### config.mk
export PLATFORM = sky130hd
export DESIGN_NAME = mmio_uart_tx
export DESIGN_NICKNAME = d
export VERILOG_FILES = /design/src/rtl/uart_tx_pkg.sv /design/src/rtl/sync_fifo.sv /design/src/rtl/mmio_uart_tx.sv
export SDC_FILE = /design/constraint.sdc
export NUM_CORES = 1
export LEC_CHECK = 0
export CORE_MARGIN = 2
export CORE_UTILIZATION = 46
export CTS_CLUSTER_SIZE = 25
export DETAILED_ROUTE_END_ITERATION = 8
export GPL_TIMING_DRIVEN = 0
export HOLD_SLACK_MARGIN = 0.1
export PLACE_DENSITY = 0.86
export SLEW_MARGIN = 10
export SYNTH_ARGS = -nofsm -noshare
export SYNTH_HDL_FRONTEND = slang
export SYNTH_HIERARCHICAL = 1
export SYNTH_SLANG_ARGS = --single-unit
### constraint.sdc
create_clock -name clk -period 4 [get_ports clk]
set_clock_uncertainty 0.15 [all_clocks]
set_input_delay 0.8 -clock clk [delete_from_list [all_inputs] [get_ports clk]]
set_output_delay 0.8 -clock clk [all_outputs]
set_load 0.03 [all_outputs]
### src/rtl/uart_tx_pkg.sv
// Shared register map, bit positions and FSM state type for the MMIO UART transmitter.
package uart_tx_pkg;

    localparam logic [3:0] OFF_TXDATA = 4'h0;
    localparam logic [3:0] OFF_STATUS = 4'h4;
    localparam logic [3:0] OFF_CTRL   = 4'h8;

    localparam int unsigned STAT_FULL    = 0;
    localparam int unsigned STAT_EMPTY   = 1;
    localparam int unsigned STAT_BUSY    = 2;
    localparam int unsigned STAT_OVERRUN = 3;
    localparam int unsigned STAT_CNT_LSB = 8;

    localparam int unsigned CTRL_FLUSH   = 0;
    localparam int unsigned CTRL_CLR_OVR = 1;

    typedef enum logic [1:0] {IDLE, START, DATA, STOP} state_t;

endpackage

### src/rtl/sync_fifo.sv
// Synchronous FIFO with wrap-bit pointers; head entry is presented on dout while non-empty.
module sync_fifo #(
    parameter int unsigned WIDTH = 8,
    parameter int unsigned DEPTH = 8
) (
    input  logic                     clk,
    input  logic                     reset,
    input  logic                     push,
    input  logic                     pop,
    input  logic                     flush,
    input  logic [WIDTH-1:0]         din,
    output logic [WIDTH-1:0]         dout,
    output logic                     full,
    output logic                     empty,
    output logic [$clog2(DEPTH):0]   count
);

    localparam int unsigned AW = $clog2(DEPTH);

    logic [WIDTH-1:0] mem [DEPTH];
    logic [AW:0]      wptr;
    logic [AW:0]      rptr;
    logic             do_push;
    logic             do_pop;

    assign empty = (wptr == rptr);
    assign full  = (wptr[AW] != rptr[AW]) && (wptr[AW-1:0] == rptr[AW-1:0]);
    assign count = wptr - rptr;
    assign dout  = mem[rptr[AW-1:0]];

    // A pop frees the head slot on the same edge, so a push while full is still accepted.
    assign do_push = push && (!full || pop);
    assign do_pop  = pop && !empty;

    always_ff @(posedge clk) begin
        if (do_push) begin
            mem[wptr[AW-1:0]] <= din;
        end
    end

    always_ff @(posedge clk or posedge reset) begin
        if (reset) begin
            wptr <= '0;
            rptr <= '0;
        end else begin
            if (do_push) begin
                wptr <= wptr + 1'b1;
            end
            if (flush) begin
                rptr <= do_push ? wptr + 1'b1 : wptr;
            end else if (do_pop) begin
                rptr <= rptr + 1'b1;
            end
        end
    end

endmodule

### src/rtl/mmio_uart_tx.sv
// Memory-mapped 8N1 UART transmitter: TXDATA/STATUS/CTRL window, TX FIFO and serialiser FSM.
module mmio_uart_tx
    import uart_tx_pkg::*;
#(
    parameter logic [31:0] BASE_ADDR    = 32'h0000_0400,
    parameter int unsigned CLKS_PER_BIT = 16,
    parameter int unsigned FIFO_DEPTH   = 8
) (
    input  logic        clk,
    input  logic        reset,
    input  logic        we,
    input  logic [31:0] a,
    input  logic [31:0] wd,
    output logic [31:0] rd,
    output logic        sel,
    output logic        tx,
    output logic        busy
);

    localparam int unsigned CW  = (CLKS_PER_BIT > 2) ? $clog2(CLKS_PER_BIT) : 1;
    localparam int unsigned FCW = $clog2(FIFO_DEPTH) + 1;
    localparam logic [CW-1:0] CNT_MAX = CW'(CLKS_PER_BIT - 1);

    state_t          state;
    logic [CW-1:0]   cnt;
    logic [2:0]      bit_idx;
    logic [7:0]      shift;
    logic            overrun;

    logic            wr;
    logic            push;
    logic            pop;
    logic            flush;
    logic            clr_ovr;
    logic [7:0]      dout;
    logic            full;
    logic            empty;
    logic [FCW-1:0]  count;
    logic [31:0]     status;
    logic            unused;

    assign unused = ^{wd[31:8], a[1:0]};

    assign sel     = (a[31:4] == BASE_ADDR[31:4]) && (a[3:2] != 2'b11);
    assign wr      = we && sel;
    assign push    = wr && (a[3:2] == OFF_TXDATA[3:2]);
    assign flush   = wr && (a[3:2] == OFF_CTRL[3:2]) && wd[CTRL_FLUSH];
    assign clr_ovr = wr && (a[3:2] == OFF_CTRL[3:2]) && wd[CTRL_CLR_OVR];

    // Pops only at frame boundaries; a flush on the same edge suppresses the start of a new frame.
    assign pop  = !empty && !flush && ((state == IDLE) || ((state == STOP) && (cnt == '0)));
    assign busy = !empty || (state != IDLE);

    always_comb begin
        status                             = '0;
        status[STAT_FULL]                  = full;
        status[STAT_EMPTY]                 = empty;
        status[STAT_BUSY]                  = busy;
        status[STAT_OVERRUN]               = overrun;
        status[STAT_CNT_LSB +: 8]          = 8'(count);
    end

    assign rd = (sel && (a[3:2] == OFF_STATUS[3:2])) ? status : 32'h0;

    sync_fifo #(
        .WIDTH (8),
        .DEPTH (FIFO_DEPTH)
    ) u_fifo (
        .clk   (clk),
        .reset (reset),
        .push  (push),
        .pop   (pop),
        .flush (flush),
        .din   (wd[7:0]),
        .dout  (dout),
        .full  (full),
        .empty (empty),
        .count (count)
    );

    always_ff @(posedge clk or posedge reset) begin
        if (reset) begin
            overrun <= 1'b0;
        end else if (push && full && !pop) begin
            overrun <= 1'b1;
        end else if (clr_ovr) begin
            overrun <= 1'b0;
        end
    end

    always_ff @(posedge clk or posedge reset) begin
        if (reset) begin
            state   <= IDLE;
            cnt     <= '0;
            bit_idx <= '0;
            shift   <= '0;
            tx      <= 1'b1;
        end else begin
            unique case (state)
                IDLE: begin
                    tx <= 1'b1;
                    if (pop) begin
                        shift <= dout;
                        cnt   <= CNT_MAX;
                        state <= START;
                        tx    <= 1'b0;
                    end
                end
                START: begin
                    if (cnt == '0) begin
                        cnt     <= CNT_MAX;
                        bit_idx <= '0;
                        state   <= DATA;
                        tx      <= shift[0];
                    end else begin
                        cnt <= cnt - 1'b1;
                    end
                end
                DATA: begin
                    if (cnt == '0) begin
                        cnt <= CNT_MAX;
                        if (bit_idx == 3'd7) begin
                            state <= STOP;
                            tx    <= 1'b1;
                        end else begin
                            bit_idx <= bit_idx + 1'b1;
                            shift   <= shift >> 1;
                            tx      <= shift[1];
                        end
                    end else begin
                        cnt <= cnt - 1'b1;
                    end
                end
                STOP: begin
                    if (cnt == '0) begin
                        if (pop) begin
                            shift <= dout;
                            cnt   <= CNT_MAX;
                            state <= START;
                            tx    <= 1'b0;
                        end else begin
                            state <= IDLE;
                            tx    <= 1'b1;
                        end
                    end else begin
                        cnt <= cnt - 1'b1;
                    end
                end
            endcase
        end
    end

endmodule

==> impl_results.md <==
- DR pass1 iterations: 5
- # setup viols final: 0
- Hold crit path type: register to register
- PnR worst setup slack: 0.0446 ns
- F_max: 253 MHz
- Synth Cell Area: 0.00468 sq mm
- Clock network fraction of design power: 35.5%
- Hold WS: 0.368 ns
- Io pins: 102
- Bufs on Longest Clock Path: 2
- First-pass GRT wire length: 15600 um
- Power per cell area: 301 mW/mm^2
- Commonest non-fill, non-tap cells in the layout: edfxtp_1 (64), clkdlybuf4s50_1 (41), nand2_1 (32)
- CTS sink cnt: 91
- Initial antenna violation count: 0
- Syn Inst Count: 346
- Die area: 0.0110 sq mm
- Top Metal Used: met4
- Total length of routed met2 wires: 5240 um
- Setup TNS: 0 ns
- Largest net degree at the start of global routing: 20
- Post-synthesis async set-or-reset flop share: 29.7%
- Fill count: 778
- Clock root cell: clkbuf_8
- Seq pwr share: 58.3%
- H-tree levels: 3
- Clk_lat worst skew: 0.36 ns
- Post-Synth XOR/XNOR Area: 2.06%
- Crit path buf inv count: 1
- Synthesis-to-finish area growth: 22.9%
- Rows: 36
- RSZ-0062 raised after global routing: yes
- Post-synth cell types: 63
- Nets@finish: 514
- Synth Area in Adders: 3.90%
- WS Path Type: input port to register
- Compound-gate portion of the synthesized area: 6.84%
- Routed vias: 3060
- Max-slew headroom: 44.6%
- VDD IR max: 0.000295 V
- Postcts setup bufs: 0
- Syn Area/Cell: 13.5 sq um
- Tot GR Track Use: 18.4%
- Slew Limit Fails: 0
- Setup Slack @ Placement: -1.21 ns
- Kind of cell adding the most delay to the critical path: simple AND/OR/NAND/NOR gates
- GRT overflow: 0
- Fraction of power spent switching nets: 24.3%
- Vias in the first global route: 3113
- Worst path cell trace: clkdlybuf4s50_1 -> or4_4 -> nor3_2 -> nand4b_1 -> nor2_1 -> o31ai_4 -> or2_2 -> nor3_2
- Die height: 105 um
- CP startpoint kind: input port
- CP Data Required Time: 3.85 ns
- Critical path peak fanout: 8
- Ant. Diodes: 0
- Psw: 0.420 mW
- Static leakage: 2.26 nW
- P_int: 1.31 mW
- CTS Buf Count: 9
- Wl on met1: 3770 um
- Max-Cap Viols: 0
- WL met3: 565 um
- Most common cell after layout, fill and taps aside: edfxtp_1
- CP max stage delay: 0.61 ns
- Via density per instance: 5.36
- Crit-path slowest cell: nor3_2
- Largest family of logic cells by synthesized area: multiplexers
- Die W: 105 um
- Routed wire length: 9660 um
- I/O Buffers: 51
- Register area share after synthesis: 55.5%
- Least-Margin Pin Slew: 0.826 ns
- # hold bufs at CTS: 0
- Average wire per cell in the routed design: 16.9 um
- Number of remaining DRC errors: 0
- Syn. warnings: 6
- Post-route ant nets: 0
- Logic pwr share: 6.2%
- Post-synth EDFFs: 64
- Mux contribution to synthesized area: 13.8%
- Worst path most repeated cell: nor3_2
- Iter 0 DRT Violations: 181
- Fin. Hold Viols: 0
- Core ar.: 0.00982 sq mm
- Starting Density: 47.7%
- Fin crit share: 98.9%
- Non-filler cells, final: 571
- Final GP Congestion: 0.871
- Crit end category: register
- Placed insts: 556
- Status: completed
- Post-DP HPWL: 6950 um
- Share of cells above drive strength 1: 28.1%
- CTS tree: yes
- Yosys reg bits: 91
- CP Data Arrival Time: 3.80 ns
- Final core occ: 58.6%
- Top_reg_cell synth: edfxtp_1
- Simple-Gate Fraction of Synth Area: 11.6%
- Clk slew on worst S/H paths: 0.09 ns
- Final min period: 3.96 ns
[routing by layer]
metal  vias to the layer above  GRT usage (%)
met4                         0           7.24
li1                       1423              -
met2                       118           31.8
met5                         -              0
met3                         8           3.99
met1                      1511           22.4
[power groups by stage]
| stage | registers, mW | clock network (mW) | logic (mW) |
|---|---|---|---|
| 3_3_place_gp | 1.03 | 0 | 0.103 |
| 6_report | 1.01 | 0.614 | 0.107 |
| 5_1_grt | 1.01 | 0.671 | 0.115 |
| 2_1_floorplan | 1.03 | 0 | 0.0550 |
| 4_1_cts | 1.01 | 0.628 | 0.106 |
| 3_5_place_dp | 1.03 | 0 | 0.106 |
[layout make-up]
type / count / area (sq um) / share of cell area (%)
plain buffers: 35 / 238 / 4.13
clock buffers: 9 / 124 / 2.15
clock inverters: 7 / 78.8 / 1.37
inverters: 16 / 61.3 / 1.06
multi-input cells: 226 / 1960 / 34.0
flip-flops and latches: 91 / 2600 / 45.1
well taps: 133 / 166 / 2.89
repair buffers: 54 / 533 / 9.26
[cells in the mapped netlist, types with 2 or more instances]
library cell | n | area share (%)
a22o_1 | 2 | 0.37
ha_1 | 13 | 3.5
and4_1 | 2 | 0.37
buf_2 | 2 | 0.21
o21ai_0 | 14 | 1.5
inv_1 | 15 | 1.2
dfrtp_1 | 26 | 14
o31ai_1 | 2 | 0.32
nand4b_1 | 2 | 0.37
nor3_1 | 5 | 0.53
nand2b_1 | 2 | 0.27
a21oi_1 | 14 | 1.5
nor4b_1 | 2 | 0.37
nor4_1 | 5 | 0.67
edfxtp_1 | 64 | 41
or4_4 | 3 | 0.72
xor2_1 | 3 | 0.56
nor3b_1 | 2 | 0.32
and2_1 | 9 | 1.2
or3b_2 | 2 | 0.37
mux4_2 | 16 | 7.7
nand2_1 | 32 | 2.6
xnor2_1 | 8 | 1.5
a211oi_1 | 2 | 0.32
nor2_1 | 10 | 0.80
mux2_2 | 15 | 3.6
clkbuf_1 | 8 | 0.64
mux2_4 | 7 | 2.2
nand3_1 | 2 | 0.21
buf_4 | 24 | 3.8
[cells by family after synthesis]
kind of cell    Yosys count
buf+inv                  52
fa+ha+maj                14
simple gates             91
xor+xnor                 11
compound gates           47
other cells               1
flops                    91
mux                      39
[worst paths after layout]
kind | start | to | slack (ns) | depth (start not counted)
worst max-delay path | a[12] | u_fifo/mem[3][0] | 0.04 | 8
worst min-delay path | bit_idx[2] | bit_idx[2] | 0.37 | 1
worst max register to register | u_fifo/rptr[1] | u_fifo/mem[3][0] | 0.06 | 10
worst min register to register | bit_idx[2] | bit_idx[2] | 0.37 | 1
max in group asynchronous | reset | cnt[2] | 2.50 | 2
min in group asynchronous | reset | u_fifo/wptr[2] | 0.56 | 2
[state kept, by name, summed over array words and instances, names as in the netlist]
| signal | flops |
|---|---|
| tx | 1 |
| u_fifo/mem | 64 |
| bit_idx | 3 |
| overrun | 1 |
| state | 2 |
| u_fifo/wptr | 4 |
| shift | 8 |
| cnt | 4 |
| u_fifo/rptr | 4 |
[through the flow]
stage               total power [mW]  cell area, sq um
CTS                             1.74              5760
global placement                1.13              5450
global route                    1.79              5760
floorplan                       1.09              4780
detailed placement              1.14              5510
finish                          1.73              5760
[what timing repair did]
| action | CTS | global route |
|---|---|---|
| pin swaps | 0 | 2 |
| setup endpoints to repair | 79 | 33 |
| resized for setup | 38 | 5 |
Note: power is estimated with default switching activity, not from simulation.
